===== src/rtl/addr_seq_if.sv =====
// rtl/addr_seq_if.sv - memory bus interface between addr_seq and its memory
// Purpose: groups the memory access handshake of the address sequencer.
// Signals:
//   mem_addr     master->slave  access address
//   mem_we       master->slave  write strobe
//   mem_wr_data  master->slave  write data
//   mem_rd_data  slave->master  read data for the current mem_addr
//   mem_ready    slave->master  access accepted this cycle
interface addr_seq_if #(
  parameter int AW = 16,
  parameter int DW = 8
);
  logic [AW-1:0] mem_addr;
  logic [DW-1:0] mem_rd_data;
  logic          mem_ready;
  logic          mem_we;
  logic [DW-1:0] mem_wr_data;

  modport master (
    output mem_addr, mem_we, mem_wr_data,
    input  mem_rd_data, mem_ready
  );

  modport slave (
    input  mem_addr, mem_we, mem_wr_data,
    output mem_rd_data, mem_ready
  );
endinterface


===== src/rtl/addr_seq.sv =====
// rtl/addr_seq.sv - operand address sequencer for 6502-style addressing modes
// Purpose: walks the operand-fetch / effective-address / read-modify-write
//   cycles for one instruction and reports ea, operand and pc_next.
// Optional feature: define ADDR_SEQ_PAGE_CROSS_EN to insert a FIX cycle for
//   indexed absolute modes when lo+idx carries (and always for ABSX with rmw).
// Ports:
//   clk, resetn            clock (rising edge), asynchronous active-low reset
//   start, mode, rmw       sequence request, sampled only in IDLE
//   pc, idx                opcode address, index value
//   wb_data                modified value written back in MWR
//   mem                    memory bus (addr_seq_if.master)
//   ea, operand, pc_next   results, valid with done, held until next start
//   busy, done, err        in-sequence, completion pulse, illegal pulse
module addr_seq #(
  parameter int AW = 16,
  parameter int DW = 8    // AW must equal 2*DW
) (
  input  logic          clk,
  input  logic          resetn,
  input  logic          start,
  input  logic [2:0]    mode,
  input  logic          rmw,
  input  logic [AW-1:0] pc,
  input  logic [DW-1:0] idx,
  input  logic [DW-1:0] wb_data,
  addr_seq_if.master    mem,
  output logic [AW-1:0] ea,
  output logic [DW-1:0] operand,
  output logic [AW-1:0] pc_next,
  output logic          busy,
  output logic          done,
  output logic          err
);

  typedef enum logic [2:0] {
    S_IDLE, S_OPL, S_OPH, S_IDX, S_FIX, S_RD, S_MWD, S_MWR
  } state_t;

  localparam logic [2:0] M_IMP  = 3'd0;
  localparam logic [2:0] M_IMM  = 3'd1;
  localparam logic [2:0] M_ZP   = 3'd2;
  localparam logic [2:0] M_ZPX  = 3'd3;
  localparam logic [2:0] M_ABS  = 3'd4;
  localparam logic [2:0] M_ABSX = 3'd5;
  localparam logic [2:0] M_ABSY = 3'd6;
  localparam logic [2:0] M_ILL  = 3'd7;

  state_t        state;
  logic [2:0]    mode_q;
  logic          rmw_q;
  logic [AW-1:0] pc_q;
  logic [DW-1:0] idx_q;
  logic [DW-1:0] lo_q;
  logic [DW-1:0] wr_q;
  logic [AW-1:0] mem_addr_q;
  logic          mem_we_q;

  logic          illegal;
  logic [DW-1:0] lo_sum;
  logic [AW-1:0] zp_addr;
  logic [AW-1:0] abs_base;
  logic [AW-1:0] abs_idx;
  logic          fix_need;

  assign illegal  = (mode == M_ILL) ||
                    (rmw && (mode == M_IMP || mode == M_IMM || mode == M_ABSY));
  // Low-byte sum wraps within the page; used for ZPX ea and the FIX address.
  assign lo_sum   = lo_q + idx_q;
  assign zp_addr  = {{(AW-DW){1'b0}}, mem.mem_rd_data};
  // Valid in OPH: the high byte is on mem_rd_data, the low byte is in lo_q.
  assign abs_base = {mem.mem_rd_data, lo_q};
  assign abs_idx  = abs_base + AW'(idx_q);

`ifdef ADDR_SEQ_PAGE_CROSS_EN
  // A carry out of lo+idx shows up as a changed high byte.
  assign fix_need = (abs_idx[AW-1:DW] != mem.mem_rd_data) ||
                    (mode_q == M_ABSX && rmw_q);
`else
  assign fix_need = 1'b0;
`endif

  assign mem.mem_addr    = mem_addr_q;
  assign mem.mem_we      = mem_we_q;
  // MWR drives the write-back value presented during that cycle; the caller
  // holds wb_data stable while MWR is stalled.
  assign mem.mem_wr_data = (state == S_MWR) ? wb_data : wr_q;

  always_ff @(posedge clk or negedge resetn) begin
    if (!resetn) begin
      state      <= S_IDLE;
      mode_q     <= '0;
      rmw_q      <= 1'b0;
      pc_q       <= '0;
      idx_q      <= '0;
      lo_q       <= '0;
      wr_q       <= '0;
      mem_addr_q <= '0;
      mem_we_q   <= 1'b0;
      ea         <= '0;
      operand    <= '0;
      pc_next    <= '0;
      busy       <= 1'b0;
      done       <= 1'b0;
      err        <= 1'b0;
    end else begin
      done <= 1'b0;
      err  <= 1'b0;
      case (state)
        S_IDLE: begin
          if (start) begin
            mode_q <= mode;
            rmw_q  <= rmw;
            pc_q   <= pc;
            idx_q  <= idx;
            if (illegal) begin
              done <= 1'b1;
              err  <= 1'b1;
            end else if (mode == M_IMP) begin
              pc_next <= pc + AW'(1);
              ea      <= '0;
              operand <= '0;
              done    <= 1'b1;
            end else begin
              ea         <= (mode == M_IMM) ? pc + AW'(1) : '0;
              operand    <= '0;
              pc_next    <= (mode == M_IMM || mode == M_ZP || mode == M_ZPX) ?
                            pc + AW'(2) : pc + AW'(3);
              mem_addr_q <= pc + AW'(1);
              busy       <= 1'b1;
              state      <= S_OPL;
            end
          end
        end

        S_OPL: begin
          if (mem.mem_ready) begin
            lo_q <= mem.mem_rd_data;
            case (mode_q)
              M_IMM: begin
                operand <= mem.mem_rd_data;
                busy    <= 1'b0;
                done    <= 1'b1;
                state   <= S_IDLE;
              end
              M_ZP: begin
                ea         <= zp_addr;
                mem_addr_q <= zp_addr;
                state      <= S_RD;
              end
              M_ZPX: begin
                // Dummy read of the unindexed zero-page address.
                mem_addr_q <= zp_addr;
                state      <= S_IDX;
              end
              default: begin
                mem_addr_q <= pc_q + AW'(2);
                state      <= S_OPH;
              end
            endcase
          end
        end

        S_OPH: begin
          if (mem.mem_ready) begin
            ea <= (mode_q == M_ABS) ? abs_base : abs_idx;
            if (mode_q != M_ABS && fix_need) begin
              // Read from the uncorrected page before the real access.
              mem_addr_q <= {mem.mem_rd_data, lo_sum};
              state      <= S_FIX;
            end else begin
              mem_addr_q <= (mode_q == M_ABS) ? abs_base : abs_idx;
              state      <= S_RD;
            end
          end
        end

        S_IDX: begin
          if (mem.mem_ready) begin
            ea         <= {{(AW-DW){1'b0}}, lo_sum};
            mem_addr_q <= {{(AW-DW){1'b0}}, lo_sum};
            state      <= S_RD;
          end
        end

        S_FIX: begin
          if (mem.mem_ready) begin
            mem_addr_q <= ea;
            state      <= S_RD;
          end
        end

        S_RD: begin
          if (mem.mem_ready) begin
            operand <= mem.mem_rd_data;
            if (rmw_q) begin
              wr_q     <= mem.mem_rd_data;
              mem_we_q <= 1'b1;
              state    <= S_MWD;
            end else begin
              busy  <= 1'b0;
              done  <= 1'b1;
              state <= S_IDLE;
            end
          end
        end

        S_MWD: begin
          if (mem.mem_ready) begin
            state <= S_MWR;
          end
        end

        S_MWR: begin
          if (mem.mem_ready) begin
            mem_we_q <= 1'b0;
            busy     <= 1'b0;
            done     <= 1'b1;
            state    <= S_IDLE;
          end
        end

        default: begin
          mem_we_q <= 1'b0;
          busy     <= 1'b0;
          state    <= S_IDLE;
        end
      endcase
    end
  end

endmodule


===== src/flat_wrapper.sv =====
// flat-port wrapper written by rule: the top's interface ports become plain ports
module addr_seq_flat 
#(
  parameter int AW = 16,
  parameter int DW = 8                         
)
  (clk, resetn, start, mode, rmw, pc, idx, wb_data, ea, operand, pc_next, busy, done, err, mem_mem_addr, mem_mem_we, mem_mem_wr_data, mem_mem_rd_data, mem_mem_ready);
  addr_seq_if #(.AW(AW), .DW(DW)) mem_i ();
  input  logic clk;
  input  logic resetn;
  input  logic start;
  input  logic [2:0] mode;
  input  logic rmw;
  input  logic [AW-1:0] pc;
  input  logic [DW-1:0] idx;
  input  logic [DW-1:0] wb_data;
  output logic [AW-1:0] ea;
  output logic [DW-1:0] operand;
  output logic [AW-1:0] pc_next;
  output logic busy;
  output logic done;
  output logic err;
  output wire logic [$bits(mem_i.mem_addr)-1:0] mem_mem_addr;
  output wire logic [$bits(mem_i.mem_we)-1:0] mem_mem_we;
  output wire logic [$bits(mem_i.mem_wr_data)-1:0] mem_mem_wr_data;
  input wire logic [$bits(mem_i.mem_rd_data)-1:0] mem_mem_rd_data;
  input wire logic [$bits(mem_i.mem_ready)-1:0] mem_mem_ready;
  assign mem_mem_addr = mem_i.mem_addr;
  assign mem_mem_we = mem_i.mem_we;
  assign mem_mem_wr_data = mem_i.mem_wr_data;
  assign mem_i.mem_rd_data = mem_mem_rd_data;
  assign mem_i.mem_ready = mem_mem_ready;
  addr_seq #(.AW(AW), .DW(DW)) u_core (.clk(clk), .resetn(resetn), .start(start), .mode(mode), .rmw(rmw), .pc(pc), .idx(idx), .wb_data(wb_data), .mem(mem_i), .ea(ea), .operand(operand), .pc_next(pc_next), .busy(busy), .done(done), .err(err));
endmodule

===== config.mk =====
export PLATFORM = sky130hd
export DESIGN_NAME = addr_seq_flat
export DESIGN_NICKNAME = d
export VERILOG_FILES = /design/src/rtl/addr_seq_if.sv /design/src/rtl/addr_seq.sv /design/src/flat_wrapper.sv
export SDC_FILE = /design/constraint.sdc
export NUM_CORES = 1
export LEC_CHECK = 0
export BUFFER_PORTS_ARGS = -buffer_cell sky130_fd_sc_hd__buf_2
export CAP_MARGIN = 25
export CORE_UTILIZATION = 30
export CTS_BUF_LIST = sky130_fd_sc_hd__clkbuf_4
export DETAILED_ROUTE_END_ITERATION = 16
export SKIP_CTS_REPAIR_TIMING = 1
export SYNTH_ARGS = -nofsm -noshare
export SYNTH_HDL_FRONTEND = slang
export SYNTH_SLANG_ARGS = --single-unit
export TNS_END_PERCENT = 50

===== constraint.sdc =====
create_clock -name clk -period 4.3 [get_ports clk]
set_clock_uncertainty 0.05 [all_clocks]
set_input_delay 0.645 -clock clk [delete_from_list [all_inputs] [get_ports clk]]
set_output_delay 0.645 -clock clk [all_outputs]
set_load 0.01 [all_outputs]

**Word level (Yosys, flattened, before mapping)**

Cells that the tools add are included.

- Bits in registers: 107
- Input bits: 48
- Output and inout port bits: 68
- Logic and storage cells: 140

- Add/subtract/negate cells: 6
- Eq/ne operators: 32
- Mux-type cells: 61
- Bitwise operators: 1
- Reduce and logical (&&, ||, !) cells: 25

Operators with widths:

| cell | count |
|---|---|
| 16-bit two-way mux | 16 |
| 16-bit case mux with 5 select lines | 1 |
| 16-bit case mux with 4 select lines | 1 |
| 16-bit by 2-bit adder with 16-bit output, second input constant | 3 |
| 8-bit two-way mux | 6 |
| 16-bit case mux with 2 select lines | 1 |
| 3-bit two-way mux | 9 |
| 2-bit inequality test, second input constant | 12 |
| 8-bit case mux with 3 select lines | 1 |
| 3-bit equality test, second input constant | 7 |
| 1-bit two-way mux | 21 |
| 3-bit by 2-bit equality test with 1-bit output, second input constant | 6 |
| 3-bit case mux with 6 select lines | 1 |
| 9-bit AND reduction | 2 |
| 16-bit by 1-bit adder with 16-bit output, second input constant | 1 |
| 16-bit by 8-bit adder with 16-bit output | 1 |
| 3-bit by 1-bit equality test with 1-bit output, second input constant | 3 |
| 3-bit case mux with 3 select lines | 1 |
| 8-bit adder | 1 |
| 2-bit by 1-bit inequality test with 1-bit output, second input constant | 4 |
| 1-bit case mux with 4 select lines | 2 |
| 8-bit AND reduction | 1 |
| 4-bit nonzero test | 2 |
| 7-bit AND reduction | 1 |
| other kinds (14) | 21 |

**Logic depth before layout (Yosys ltp)**

- Word-level depth: 8
- Gate-level depth with buffers: 9
- Mapped depth without buffers: 9

**Least setup slack after synthesis**

No wires, ideal clock.

- Path type: reg2reg
- From: register u_core.lo_q[0]
- To: register u_core.mem_addr_q[14] (netlist: u_core.mem.mem_addr[14])
- Setup time: 79 ps
- Arrival: 2312 ps
- Required time: 4171 ps
- Slack: 1858 ps
- Cell stages (with the launch flop): 10
- Buffers on the path: 0
- Cell sequence: dfrtp_1 ha_1 inv_1 fa_1 nand2b_1 a211o_1 a22o_1 or4_1 nand2_1 a2bb2oi_1

- Word-level cells in the longest chain between the ends: 4

RTL lines:

| element | RTL line | RTL |
|---|---|---|
| start: declaration | addr_seq.sv:53 | `logic [DW-1:0] lo_q;` |
| start signal: assignment | addr_seq.sv:137 | `lo_q <= mem.mem_rd_data;` |
| 16-bit by 8-bit adder with 16-bit output | addr_seq.sv:72 | `assign abs_idx = abs_base + AW'(idx_q);` |
| 16-bit two-way mux | addr_seq.sv:171 | `mem_addr_q <= (mode_q == M_ABS) ? abs_base : abs_idx;` |
| 16-bit two-way mux | addr_seq.sv:164 | `if (mem.mem_ready) begin` |
| 16-bit case mux with 5 select lines | addr_seq.sv:108 | `case (state)` |
| end signal: assignment | addr_seq.sv:168 | `mem_addr_q <= {mem.mem_rd_data, lo_sum};` |
| end signal: assignment | addr_seq.sv:171 |  |
| end signal: assignment | addr_seq.sv:180 | `mem_addr_q <= {{(AW-DW){1'b0}}, lo_sum};` |
| end: declaration | addr_seq.sv:55 | `logic [AW-1:0] mem_addr_q;` |

No other way between the ends. The select of a mux whose other input is x is not followed.
A chain may end at the register's enable or synchronous reset.

**Final worst setup path**

- From: register u_core.state[1]
- To: output mem_mem_wr_data[3]

- Word-level cells in the longest chain between the ends: 2

RTL lines:

| element | RTL line | RTL |
|---|---|---|
| start: declaration | addr_seq.sv:48 | `state_t state;` |
| start signal: assignment | addr_seq.sv:90 | `state <= S_IDLE;` |
| start signal: assignment | addr_seq.sv:130 | `state <= S_OPL;` |
| start signal: assignment | addr_seq.sv:143 | `state <= S_IDLE;` |
| 3-bit equality test | addr_seq.sv:86 | `assign mem.mem_wr_data = (state == S_MWR) ? wb_data : wr_q;` |
| 8-bit two-way mux | addr_seq.sv:86 |  |
| end: declaration | flat_wrapper.sv:25 | `output wire logic [$bits(mem_i.mem_wr_data)-1:0] mem_mem_wr_data;` |

No other way between the ends.

==> flow_metrics.env <==
export IMPL_fmax_ghz=0.299
export IMPL_seq_area_um2=2680
export IMPL_cts_buffer_depth=2
export IMPL_cts_tree="done"
export IMPL_syn_avg_cell_area_um2=8.68
export IMPL_reg2reg_to="u_core.ea[3]"
export IMPL_synth_top_cell_by_area="dfrtp_1"
export IMPL_die_w_um=149
export IMPL_crit_reg2reg_launch="u_core.state[2]"
export IMPL_ys_warn_count=0
export IMPL_clockRootBuffer="clkbuf_4"
export IMPL_grt_overflow=0
export IMPL_htreeDepth=3
export IMPL_grt_usage_pct=18.6
export IMPL_synth_area_leaders="dfrtp_1, nand2_1, o21ai_0"
export IMPL_crit_end="mem_mem_wr_data[3]"
export IMPL_slowest_stage="dfrtp_1"
export IMPL_dieHeight_um=149
export IMPL_routed_wl_mm=20.0
export IMPL_hold_viol=0
export IMPL_slew_violations=0
export IMPL_grt_max_degree=53
export IMPL_drtPass1Iterations=5
export IMPL_clk_insertion_delay_late_ns=0.51
export IMPL_dieArea_um2=22200
export IMPL_crit_chain="nand3_1 > mux2_2 > buf_2"
export IMPL_status="finished, final reports clean"
export IMPL_drive_above_1_share_pct=21.5
export IMPL_synthArstFlopShare_pct=100
export IMPL_ant_nets=0
export IMPL_leakagePower_nw=3.30
export IMPL_final_util_pct=35.3
export IMPL_cts_sinks=107
export IMPL_final_cells=1115
export IMPL_syn_num_nets=807
export IMPL_period_share_pct=77.9
export IMPL_dp_hpwl_mm=15.1
export IMPL_nets=896
export IMPL_crit_path_start_kind="flip-flop"
export IMPL_critical_path_class="flip-flop to output pin"
export IMPL_synth_seq_area_share_pct=41.4
export IMPL_synth_area_um2=6470
export IMPL_num_rows=53
export IMPL_dp_cells=1098
export IMPL_synth_top_area_share_pct=41.4
export IMPL_slew_limit_headroom_pct=32.3
export IMPL_start_util_pct=30.7
export IMPL_postSynthCellCount=745
export IMPL_ff2ff_path_depth=8
export IMPL_multi_input_area_um2=3560
export IMPL_grt_pass1_vias=5449
export IMPL_vias_per_cell=5.24
export IMPL_synth_distinct_cells=59
export IMPL_crit_fanout=24
export IMPL_syn2layout_area_growth_pct=15.0
export IMPL_synth_edff_count=0
export IMPL_synthTopCellsByCount="nand2_1, dfrtp_1, o21ai_0"
export IMPL_worst_pin_slew_ns=1.01
export IMPL_cap_viol_max_count=0
export IMPL_drc=0
export IMPL_slowest_delay_ns=0.88
export IMPL_cp_required_ns=3.61
export IMPL_grt_pass1_wl_mm=31.4
export IMPL_cp_arrival_ns=2.65
export IMPL_antenna_found_initial=2
export IMPL_vias=5839
export IMPL_path_clk_slew_ns=0.19
export IMPL_hold_class="primary input to async pin"
export IMPL_setup_violations=0
export IMPL_regToRegSetupSlack_ns=1.19
export IMPL_finalSetupTns_ns=0
export IMPL_cp_startpoint="u_core.state[1]"
export IMPL_drtIter0Drc=534
export IMPL_yosysMostFrequentCell="nand2_1"
export IMPL_endpoint_kind="output pin"
export IMPL_cts_buffers=9
export IMPL_fillers=2223
export IMPL_ys_flop_type="dfrtp_1"
export IMPL_rsz0062_at_grt="no"
export IMPL_wl_per_cell_um=17.9
export IMPL_core_um2=21100
export IMPL_gp_congestion=0.924
export IMPL_period_needed_ns=3.35
export IMPL_ys_ff_latch=107
export IMPL_portBuffers=115
export IMPL_ir_worst_vdd_mv=0.246
export IMPL_pin_count=116
export IMPL_powerDensity_nw_per_um2=724
kinds of logic after synthesis:
| kind of cell | synth area share, % |
|---|---|
| adders and majority gates | 2.82 |
| AOI/OAI and AO/OA | 18.4 |
| buffers and inverters | 3.75 |
| muxes | 6.09 |
| and+or+nand+nor | 20.5 |
| xor gates and xnor gates | 7.04 |
| DFF | 41.4 |
cell type report:
type                    count  share of cell area, %
flip-flops and latches    107                   36.0
multi-input cells         576                   47.8
clock inverters             7                   1.14
inverters                  16                  0.807
diodes                      1                 0.0336
repair buffers            124                   8.67
well taps                 275                   4.62
clock buffers               9                  0.908
critical path: cells and delay by family (launching register included):
kind / cells / cell delay (ns)
flip-flops: 1 / 0.88
AND/OR/NAND/NOR: 1 / 0.64
multiplexers: 1 / 0.47
buffers and inverters: 1 / 0.15
metrics by stage:
stage	hold WS, ns	setup slack, ns	instance area [um^2]	power (W)
6_report	0.0910	0.952	7440	0.00539
5_1_grt	0.101	0.848	7440	0.00586
4_1_cts	0.109	0.977	7440	0.00540
3_5_place_dp	0.418	1.23	7290	0.00482
3_3_place_gp	0.414	1.30	7290	0.00478
2_1_floorplan	0.299	1.86	6470	0.00383
layout by cell type, fill, tap and decap left out, drive strengths merged, types with 8 or more instances in the layout:
master / netlist / final
a21oi: 33 / 33
nand4: 10 / 10
buf: 10 / 124
inv: 16 / 18
clkbuf: 36 / 9
dfrtp: 107 / 107
nand3: 21 / 21
mux2: 27 / 27
o211ai: 10 / 10
xnor2: 25 / 25
o22ai: 13 / 13
o21a: 9 / 9
o21ai: 64 / 64
ha: 13 / 13
nor3: 13 / 13
nand2: 145 / 145
xor2: 27 / 27
nor2: 51 / 51
a31oi: 8 / 8
mux2i: 9 / 9
layer usage:
layer	track usage, %	routed length, um	part of all wire [%]
met1	27.6	9650	48
met2	26.4	8360	42
met3	4.71	1670	8.4
met4	4.80	328	1.6
met5	0	0	0
sequential cells by signal, indices dropped and copies added, names as in the netlist:
register	count
u_core.busy	1
u_core.done	1
u_core.ea	16
u_core.err	1
u_core.idx_q	8
u_core.lo_q	8
u_core.mem.mem_addr	16
u_core.mem.mem_we	1
u_core.mode_q	3
u_core.operand	8
u_core.pc_next	16
u_core.pc_q	16
u_core.rmw_q	1
u_core.state	3
u_core.wr_q	8
how the worst min path moves through the flow:
stage                      startpoint                      to  slack (ns)  cells past startpoint
3_5_place_dp   u_core.mem.mem_addr[5]  u_core.mem.mem_addr[5]        0.42                      2
2_1_floorplan                  resetn             u_core.busy        0.30                      0
4_1_cts                        resetn            u_core.ea[2]        0.11                      1
3_3_place_gp   u_core.mem.mem_addr[5]  u_core.mem.mem_addr[5]        0.41                      2
5_1_grt                        resetn          u_core.wr_q[2]        0.10                      1
6_report                       resetn          u_core.wr_q[2]        0.09                      1
report_power, final:
part	switching [W]	internal [W]	total [W]	leakage, nW
clock network	0.000389	0.000187	0.000576	0.0762
registers	0.000460	0.00149	0.00195	1.32
logic	0.00166	0.00121	0.00287	1.91
(Power assumes the default switching activity.)
